File: src/rtl/regarb_pkg.sv
// Shared constants and request type for the register-bank write arbiter.
// Consumed by regfile_write_arbiter, its interface and regarb_scoreboard.
package regarb_pkg;

  localparam int DEF_DATA_W = 32;
  localparam int DEF_ADDR_W = 4;
  localparam int NUM_REGS   = 16;

  localparam logic REQ_ALU = 1'b0;
  localparam logic REQ_MEM = 1'b1;

  // 'reg' is a reserved word, so the destination field is reg_addr.
  typedef struct packed {
    logic                  valid;
    logic [DEF_ADDR_W-1:0] reg_addr;
    logic [DEF_DATA_W-1:0] data;
  } wb_req_t;

endpackage : regarb_pkg

File: src/rtl/regfile_write_arbiter_if.sv
// Writeback request, reservation and register-bank signals of the write arbiter.
// Handshake: a transfer completes when xValid && xReady at a rising clock edge.
interface regfile_write_arbiter_if
  import regarb_pkg::*;
#(
  parameter int DATA_W = DEF_DATA_W,
  parameter int ADDR_W = DEF_ADDR_W
);

  localparam int NREGS = 1 << ADDR_W;

  logic              AluValid;
  logic [ADDR_W-1:0] AluReg;
  logic [DATA_W-1:0] AluData;
  logic              AluReady;

  logic              MemValid;
  logic [ADDR_W-1:0] MemReg;
  logic [DATA_W-1:0] MemData;
  logic              MemReady;

  logic              ReserveValid;
  logic [ADDR_W-1:0] ReserveReg;

  logic              RegWrite;
  logic [ADDR_W-1:0] WriteRegister;
  logic [DATA_W-1:0] WriteData;
  logic [NREGS-1:0]  Busy;

  modport master (
    output AluValid, AluReg, AluData,
    output MemValid, MemReg, MemData,
    output ReserveValid, ReserveReg,
    input  AluReady, MemReady,
    input  RegWrite, WriteRegister, WriteData, Busy
  );

  modport slave (
    input  AluValid, AluReg, AluData,
    input  MemValid, MemReg, MemData,
    input  ReserveValid, ReserveReg,
    output AluReady, MemReady,
    output RegWrite, WriteRegister, WriteData, Busy
  );

endinterface : regfile_write_arbiter_if

File: src/rtl/regarb_scoreboard.sv
// Pending-write bit per register: reservations set, accepted writebacks clear,
// a same-cycle set beats a clear; register 0 is never marked busy.
module regarb_scoreboard
  import regarb_pkg::*;
#(
  parameter  int ADDR_W = DEF_ADDR_W,
  localparam int NREGS  = 1 << ADDR_W
) (
  input  logic              clock,
  input  logic              reset_n,
  input  logic              i_set_en,
  input  logic [ADDR_W-1:0] i_set_reg,
  input  logic              i_clr_en,
  input  logic [ADDR_W-1:0] i_clr_reg,
  output logic [NREGS-1:0]  o_busy
);

  logic [NREGS-1:0] r_busy;
  logic [NREGS-1:0] w_busy_next;

  always_comb begin
    w_busy_next = r_busy;
    if (i_clr_en) begin
      w_busy_next[i_clr_reg] = 1'b0;
    end
    if (i_set_en) begin
      w_busy_next[i_set_reg] = 1'b1;
    end
    w_busy_next[0] = 1'b0;
  end

  always_ff @(posedge clock) begin
    if (!reset_n) begin
      r_busy <= '0;
    end else begin
      r_busy <= w_busy_next;
    end
  end

  assign o_busy = r_busy;

endmodule : regarb_scoreboard

File: src/rtl/regfile_write_arbiter.sv
// Shares the register bank write port between ALU and load writeback.
// REGARB_ROUND_ROBIN_EN selects round-robin; otherwise MEM wins every contention.
module regfile_write_arbiter
  import regarb_pkg::*;
#(
  parameter int DATA_W = DEF_DATA_W,
  parameter int ADDR_W = DEF_ADDR_W
) (
  input logic                     clock,
  input logic                     reset_n,
  regfile_write_arbiter_if.slave  bus
);

  localparam int NREGS = 1 << ADDR_W;

  wb_req_t w_alu_req;
  wb_req_t w_mem_req;
  wb_req_t w_win_req;

  logic w_alu_ready;
  logic w_mem_ready;
  logic w_fire;

  logic              r_reg_write;
  logic [ADDR_W-1:0] r_write_register;
  logic [DATA_W-1:0] r_write_data;
  logic [NREGS-1:0]  w_busy;

  always_comb begin
    w_alu_req          = '0;
    w_alu_req.valid    = bus.AluValid;
    w_alu_req.reg_addr = bus.AluReg;
    w_alu_req.data     = bus.AluData;
    w_mem_req          = '0;
    w_mem_req.valid    = bus.MemValid;
    w_mem_req.reg_addr = bus.MemReg;
    w_mem_req.data     = bus.MemData;
  end

`ifdef REGARB_ROUND_ROBIN_EN
  logic r_last_gnt;

  always_ff @(posedge clock) begin
    if (!reset_n) begin
      r_last_gnt <= REQ_MEM;
    end else if (w_fire) begin
      r_last_gnt <= w_mem_ready ? REQ_MEM : REQ_ALU;
    end
  end
`endif

  // Ready depends only on the valids and the pointer, never on ReserveValid.
  always_comb begin
    w_alu_ready = 1'b0;
    w_mem_ready = 1'b0;
    if (reset_n) begin
      if (w_alu_req.valid && w_mem_req.valid) begin
`ifdef REGARB_ROUND_ROBIN_EN
        if (r_last_gnt == REQ_ALU) begin
          w_mem_ready = 1'b1;
        end else begin
          w_alu_ready = 1'b1;
        end
`else
        w_mem_ready = 1'b1;
`endif
      end else begin
        w_alu_ready = w_alu_req.valid;
        w_mem_ready = w_mem_req.valid;
      end
    end
  end

  always_comb begin
    w_win_req       = w_mem_ready ? w_mem_req : w_alu_req;
    w_win_req.valid = w_alu_ready | w_mem_ready;
  end

  assign w_fire = w_win_req.valid;

  // Writes to r0 complete the handshake but never reach the bank.
  always_ff @(posedge clock) begin
    if (!reset_n) begin
      r_reg_write      <= 1'b0;
      r_write_register <= '0;
      r_write_data     <= '0;
    end else begin
      r_reg_write <= w_fire && (w_win_req.reg_addr != '0);
      if (w_fire && (w_win_req.reg_addr != '0)) begin
        r_write_register <= w_win_req.reg_addr;
        r_write_data     <= w_win_req.data;
      end
    end
  end

  regarb_scoreboard #(
    .ADDR_W (ADDR_W)
  ) u_scoreboard (
    .clock     (clock),
    .reset_n   (reset_n),
    .i_set_en  (bus.ReserveValid),
    .i_set_reg (bus.ReserveReg),
    .i_clr_en  (w_fire),
    .i_clr_reg (w_win_req.reg_addr),
    .o_busy    (w_busy)
  );

  assign bus.AluReady      = w_alu_ready;
  assign bus.MemReady      = w_mem_ready;
  assign bus.RegWrite      = r_reg_write;
  assign bus.WriteRegister = r_write_register;
  assign bus.WriteData     = r_write_data;
  assign bus.Busy          = w_busy;

endmodule : regfile_write_arbiter
File: src/flat_wrapper.sv
// flat-port wrapper written by rule: the top's interface ports become plain ports
module regfile_write_arbiter_flat import regarb_pkg::*;
#(
  parameter int DATA_W = DEF_DATA_W,
  parameter int ADDR_W = DEF_ADDR_W
)
  (clock, reset_n, bus_AluValid, bus_AluReg, bus_AluData, bus_MemValid, bus_MemReg, bus_MemData, bus_ReserveValid, bus_ReserveReg, bus_AluReady, bus_MemReady, bus_RegWrite, bus_WriteRegister, bus_WriteData, bus_Busy);
  regfile_write_arbiter_if #(.DATA_W(DATA_W), .ADDR_W(ADDR_W)) bus_i ();
  input logic clock;
  input logic reset_n;
  input wire logic [$bits(bus_i.AluValid)-1:0] bus_AluValid;
  input wire logic [$bits(bus_i.AluReg)-1:0] bus_AluReg;
  input wire logic [$bits(bus_i.AluData)-1:0] bus_AluData;
  input wire logic [$bits(bus_i.MemValid)-1:0] bus_MemValid;
  input wire logic [$bits(bus_i.MemReg)-1:0] bus_MemReg;
  input wire logic [$bits(bus_i.MemData)-1:0] bus_MemData;
  input wire logic [$bits(bus_i.ReserveValid)-1:0] bus_ReserveValid;
  input wire logic [$bits(bus_i.ReserveReg)-1:0] bus_ReserveReg;
  output wire logic [$bits(bus_i.AluReady)-1:0] bus_AluReady;
  output wire logic [$bits(bus_i.MemReady)-1:0] bus_MemReady;
  output wire logic [$bits(bus_i.RegWrite)-1:0] bus_RegWrite;
  output wire logic [$bits(bus_i.WriteRegister)-1:0] bus_WriteRegister;
  output wire logic [$bits(bus_i.WriteData)-1:0] bus_WriteData;
  output wire logic [$bits(bus_i.Busy)-1:0] bus_Busy;
  assign bus_i.AluValid = bus_AluValid;
  assign bus_i.AluReg = bus_AluReg;
  assign bus_i.AluData = bus_AluData;
  assign bus_i.MemValid = bus_MemValid;
  assign bus_i.MemReg = bus_MemReg;
  assign bus_i.MemData = bus_MemData;
  assign bus_i.ReserveValid = bus_ReserveValid;
  assign bus_i.ReserveReg = bus_ReserveReg;
  assign bus_AluReady = bus_i.AluReady;
  assign bus_MemReady = bus_i.MemReady;
  assign bus_RegWrite = bus_i.RegWrite;
  assign bus_WriteRegister = bus_i.WriteRegister;
  assign bus_WriteData = bus_i.WriteData;
  assign bus_Busy = bus_i.Busy;
  regfile_write_arbiter #(.DATA_W(DATA_W), .ADDR_W(ADDR_W)) u_core (.clock(clock), .reset_n(reset_n), .bus(bus_i));
endmodule
File: config.mk
export PLATFORM = sky130hd
export DESIGN_NAME = regfile_write_arbiter_flat
export DESIGN_NICKNAME = d
export VERILOG_FILES = /design/src/rtl/regarb_pkg.sv /design/src/rtl/regfile_write_arbiter_if.sv /design/src/rtl/regarb_scoreboard.sv /design/src/rtl/regfile_write_arbiter.sv /design/src/flat_wrapper.sv
export SDC_FILE = /design/constraint.sdc
export NUM_CORES = 1
export LEC_CHECK = 0
export CAP_MARGIN = 20
export CELL_PAD_IN_SITES_DETAIL_PLACEMENT = 0
export CELL_PAD_IN_SITES_GLOBAL_PLACEMENT = 2
export CORE_UTILIZATION = 24
export DETAILED_ROUTE_END_ITERATION = 12
export PLACE_DENSITY = 0.95
export SLEW_MARGIN = 10
export SYNTH_ARGS = -nofsm -noshare
export SYNTH_HDL_FRONTEND = slang
export SYNTH_HIERARCHICAL = 1
export SYNTH_SLANG_ARGS = --single-unit
File: constraint.sdc
create_clock -name clock -period 3.8 [get_ports clock]
set_input_delay 0.76 -clock clock [delete_from_list [all_inputs] [get_ports clock]]
set_output_delay 0.76 -clock clock [all_outputs]
set_load 0.01 [all_outputs]
**Yosys cells after proc, flatten, opt, wreduce, memory -nomap -nowiden**

Cells that the tools add are included.

- Register bits: 53
- Bits of input ports: 81

- Muxes and demuxes: 11
- Order comparisons: 4
- Reduce and logical (&&, ||, !) cells: 5
- Bitwise operators: 4

Operators by type and width:

| cell | number |
|---|---|
| 36-bit two-way mux | 1 |
| 16-bit two-way mux | 2 |
| 16-bit bitwise AND | 1 |
| 16-bit inverter | 1 |
| 16-bit OR | 1 |
| 4-bit by 5-bit < comparator with 1-bit output, second input constant | 2 |
| 1-bit demux with 4-bit select | 2 |
| 4-bit by 1-bit >= comparator with 1-bit output, second input constant | 2 |
| 1-bit two-way mux | 6 |
| 1-bit logical AND | 4 |
| 4-bit nonzero test | 1 |
| 1-bit OR | 1 |

**Depth between registers and ports, before layout**

- Depth after elaboration: 13
- Depth in mapped cells: 8
- Depth with buffers taken out: 5

**Hierarchy**

Netlist, hierarchy kept.

Modules (own cells, without submodules):

| module | area each (µm²) | times used | cells an instance |
|---|---|---|---|
| regfile_write_arbiter | 1,914.3 | 1 | 179 |
| regarb_scoreboard | 648.1 | 1 | 67 |

**Least setup slack after synthesis**

OpenSTA, ideal clock, no wires.

- Path type: input port to output port
- Start point: in bus_MemValid
- End point: out bus_AluReady
- Data required time: 3,040 ps
- Cell stages on the path: 3
- Path slack: 1,540 ps
- Data arrival time: 1,500 ps
- Path through: buf_4 -> buf_1 -> nor2_1

- Longest elaborated chain between the ends: 3

RTL lines:

| item | line | RTL |
|---|---|---|
| start: declaration | flat_wrapper.sv:14 | `input wire logic [$bits(bus_i.MemValid)-1:0] bus_MemValid;` |
| 1-bit logical AND | regfile_write_arbiter.sv:57 | `if (w_alu_req.valid && w_mem_req.valid) begin` |
| 1-bit two-way mux | regfile_write_arbiter.sv:57 |  |
| 1-bit two-way mux | regfile_write_arbiter.sv:56 | `if (reset_n) begin` |
| end: declaration | flat_wrapper.sv:19 | `output wire logic [$bits(bus_i.AluReady)-1:0] bus_AluReady;` |

Every way passes these cells.

**Final worst setup path**

- Start point: in reset_n
- End point: out bus_AluReady

- Longest elaborated chain between the ends: 1

RTL lines:

| item | line | RTL |
|---|---|---|
| start: declaration | flat_wrapper.sv:10 | `input logic reset_n;` |
| 1-bit two-way mux | regfile_write_arbiter.sv:56 |  |

Every way passes these cells.

==> impl_metrics.env <==
export IMPL_critPathCaptureType="output port"
export IMPL_pwr_share_comb=0.273
export IMPL_whs_path_depth=2
export IMPL_io_pins=136
export IMPL_dpl_cell_area_um2=3980
export IMPL_syn_avg_cell_area_um2=10.4
export IMPL_fin_tns_setup_ns=0
export IMPL_cts_buffers=5
export IMPL_initial_core_util=0.248
export IMPL_synthMuxAreaShare=0.151
export IMPL_peakVddDrop_v=0.000144
export IMPL_power_share_sequential=0.472
export IMPL_numPortBuffers=134
export IMPL_syn_inst=246
export IMPL_final_antenna_net_count=0
export IMPL_async_flop_share=0
export IMPL_area_growth_pct=58.8
export IMPL_cts_repair_resized=0
export IMPL_core_area_um2=10300
export IMPL_dr_first_iter_drc_count=64
export IMPL_synth_seq_area_share=0.406
export IMPL_period_minus_slack_ns=2.85
export IMPL_min_path_type="register to register"
export IMPL_grt_max_degree=38
export IMPL_rsz0062_at_grt="no"
export IMPL_path_depth=4
export IMPL_fp_dieW_um=105
export IMPL_power_mw=1.27
export IMPL_cp_arrival_ns=2.09
export IMPL_crit_chain="clkdlybuf4s50_1, nand2_1, nor2_1, clkdlybuf4s50_1"
export IMPL_worst_slew_pin_slew_ns=0.569
export IMPL_synth_top_flop_cell="dfxtp_1"
export IMPL_drc=0
export IMPL_grt_antenna_before_repair=0
export IMPL_vias_per_cell=4.68
export IMPL_hold_viol_final=0
export IMPL_r2r_worst_path_cells=3
export IMPL_drv_slew=0
export IMPL_insertedDiodeCount=0
export IMPL_p_sw_mw=0.353
export IMPL_p_int_mw=0.921
export IMPL_root_buffer="clkbuf_8"
export IMPL_vias=2375
export IMPL_power_frac_clock=0.255
export IMPL_setup_violations=0
export IMPL_synth_edf_count=0
export IMPL_clk_transition_reported_paths_ns=0.10
export IMPL_cts_hold_buf=0
export IMPL_critPathSlowestCell="clkdlybuf4s50_1"
export IMPL_p_sw_frac=0.277
export IMPL_clock_sinks=52
export IMPL_cap_violations=0
export IMPL_whs_ns=0.460
export IMPL_grt_overflow_total=0
export IMPL_yosysWarnings=6
export IMPL_postLayoutCoreUtil=0.394
export IMPL_synth_top_family_by_area="compound AO/OA/AOI/OAI gates"
export IMPL_critical_path_buf_inv_count=2
export IMPL_cts_setup_buffers=0
export IMPL_max_freq_mhz=350
export IMPL_max_stage_delay_ns=0.57
export IMPL_cp_required_ns=3.04
export IMPL_placementRows=37
export IMPL_drive_above_1_share=0.140
export IMPL_path_max_fanout=4
export IMPL_cellPowerDensity_nw_per_um2=313
export IMPL_syn_num_nets=327
export IMPL_final_common_cell="clkdlybuf4s50_1"
export IMPL_skew_ns=0
export IMPL_grt_usage=0.136
export IMPL_final_cell_area_um2=4070
export IMPL_power_leakage_nw=1.46
export IMPL_path_class="input pin to output port"
export IMPL_grt_pass1_vias=2402
export IMPL_htree_levels=2
export IMPL_syn_area_um2=2560
export IMPL_clk_latency_ns=0.29
export IMPL_ys_ff_latch=52
export IMPL_cts_tree="built"
export IMPL_slew_headroom=0.621
export IMPL_path_common_cell="clkdlybuf4s50_1"
export IMPL_start_kind="input pin"
export IMPL_die_y_um=105
export IMPL_wire_per_inst_um=15.1
export IMPL_synth_xor_area_frac=0
export IMPL_status="complete, no violations"
export IMPL_gp_congestion=0.789
export IMPL_nets=451
export IMPL_synthDistinctLibCells=33
export IMPL_r2r_slack_ns=3.07
export IMPL_dr_pass1_iters=4
export IMPL_die_area_um2=11100
export IMPL_synth_compound_area_frac=0.287
export IMPL_dp_hpwl_um=5720
export IMPL_period_share=0.751
export IMPL_grt_first_pass_wirelength_um=12100
export IMPL_synth_fa_ha_area_frac=0
export IMPL_wl_um=7670
export IMPL_final_cell_mix="clkdlybuf4s50_1 (133), dfxtp_1 (52), mux2i_1 (32), a21oi_1 (32), a211oi_2 (25)"
export IMPL_synthSimpleGateAreaFrac=0.0942
export IMPL_clk_path_buf_depth=2
export IMPL_critical_path_top_delay_family="buffers and inverters"
==> Yosys cell counts (all sizes together) (4+ instances only) <==
library cell | n | area share
a21oi | 32 | 0.062
mux2 | 4 | 0.018
buf | 19 | 0.049
mux2i | 33 | 0.13
dfxtp | 52 | 0.41
nand3b | 8 | 0.023
inv | 4 | 0.0059
nand2 | 10 | 0.018
o211ai | 9 | 0.026
a211oi | 32 | 0.14
o21ai | 16 | 0.031
==> tightest hold or removal path, cell delays in order (launching register included) <==
cell	delay (ns)
dfxtp_1	0.32
nand2_1	0.05
o21ai_1	0.05
==> worst paths after layout <==
path / start / endpoint
setup / recovery: reset_n / bus_AluReady
hold reg to reg: u_core/bus.WriteRegister[0] / u_core/bus.WriteRegister[0]
hold / removal: u_core/bus.WriteRegister[0] / u_core/bus.WriteRegister[0]
setup reg to reg: u_core/u_scoreboard/o_busy[12] / u_core/u_scoreboard/o_busy[12]
==> metrics by stage <==
stage          instances  setup slack (ns)
6_report             507             0.946
5_1_grt              507             0.853
4_1_cts              507             0.915
3_5_place_dp         499             0.759
3_3_place_gp         499             0.866
2_1_floorplan        246              1.54
==> power by group through the flow <==
stage / sequential [mW] / clock [mW] / combinational, mW
global placement: 0.614 / 0 / 0.344
CTS: 0.602 / 0.337 / 0.351
detailed placement: 0.614 / 0 / 0.350
floorplan: 0.628 / 0 / 0.147
global route: 0.606 / 0.362 / 0.374
finish: 0.601 / 0.325 / 0.348
==> cell families after synthesis <==
group | Yosys count
buffers and inverters | 26
other | 1
AND/OR/NAND/NOR | 34
multiplexers | 37
flip-flops | 52
AO/OA/AOI/OAI | 96
==> routing by layer <==
layer  share of wire  wire [um]  vias up  track usage
met5               0          0        -            0
met4          0.0072         55        0       0.0362
met3           0.071        547        2       0.0383
met2            0.49       3750       89        0.236
met1            0.43       3320     1106        0.165
li1                -          -     1178            -
==> area by class of cell <==
type                       instances  area, um2
clock buffer                       6       82.6
clock inverter                     2       10.0
fill                            1013       6250
inverter                           4       15.0
multi-input combinational        168       1380
sequential                        52       1040
tap                              136        170
timing repair buffer             139       1370
==> registers in the layout (all words and copies together) (netlist names) <==
| signal | count |
|---|---|
| u_core/u_scoreboard/o_busy | 15 |
| u_core/bus.RegWrite | 1 |
| u_core/bus.WriteData | 32 |
| u_core/bus.WriteRegister | 4 |
Note: power is estimated with default switching activity, not from simulation.
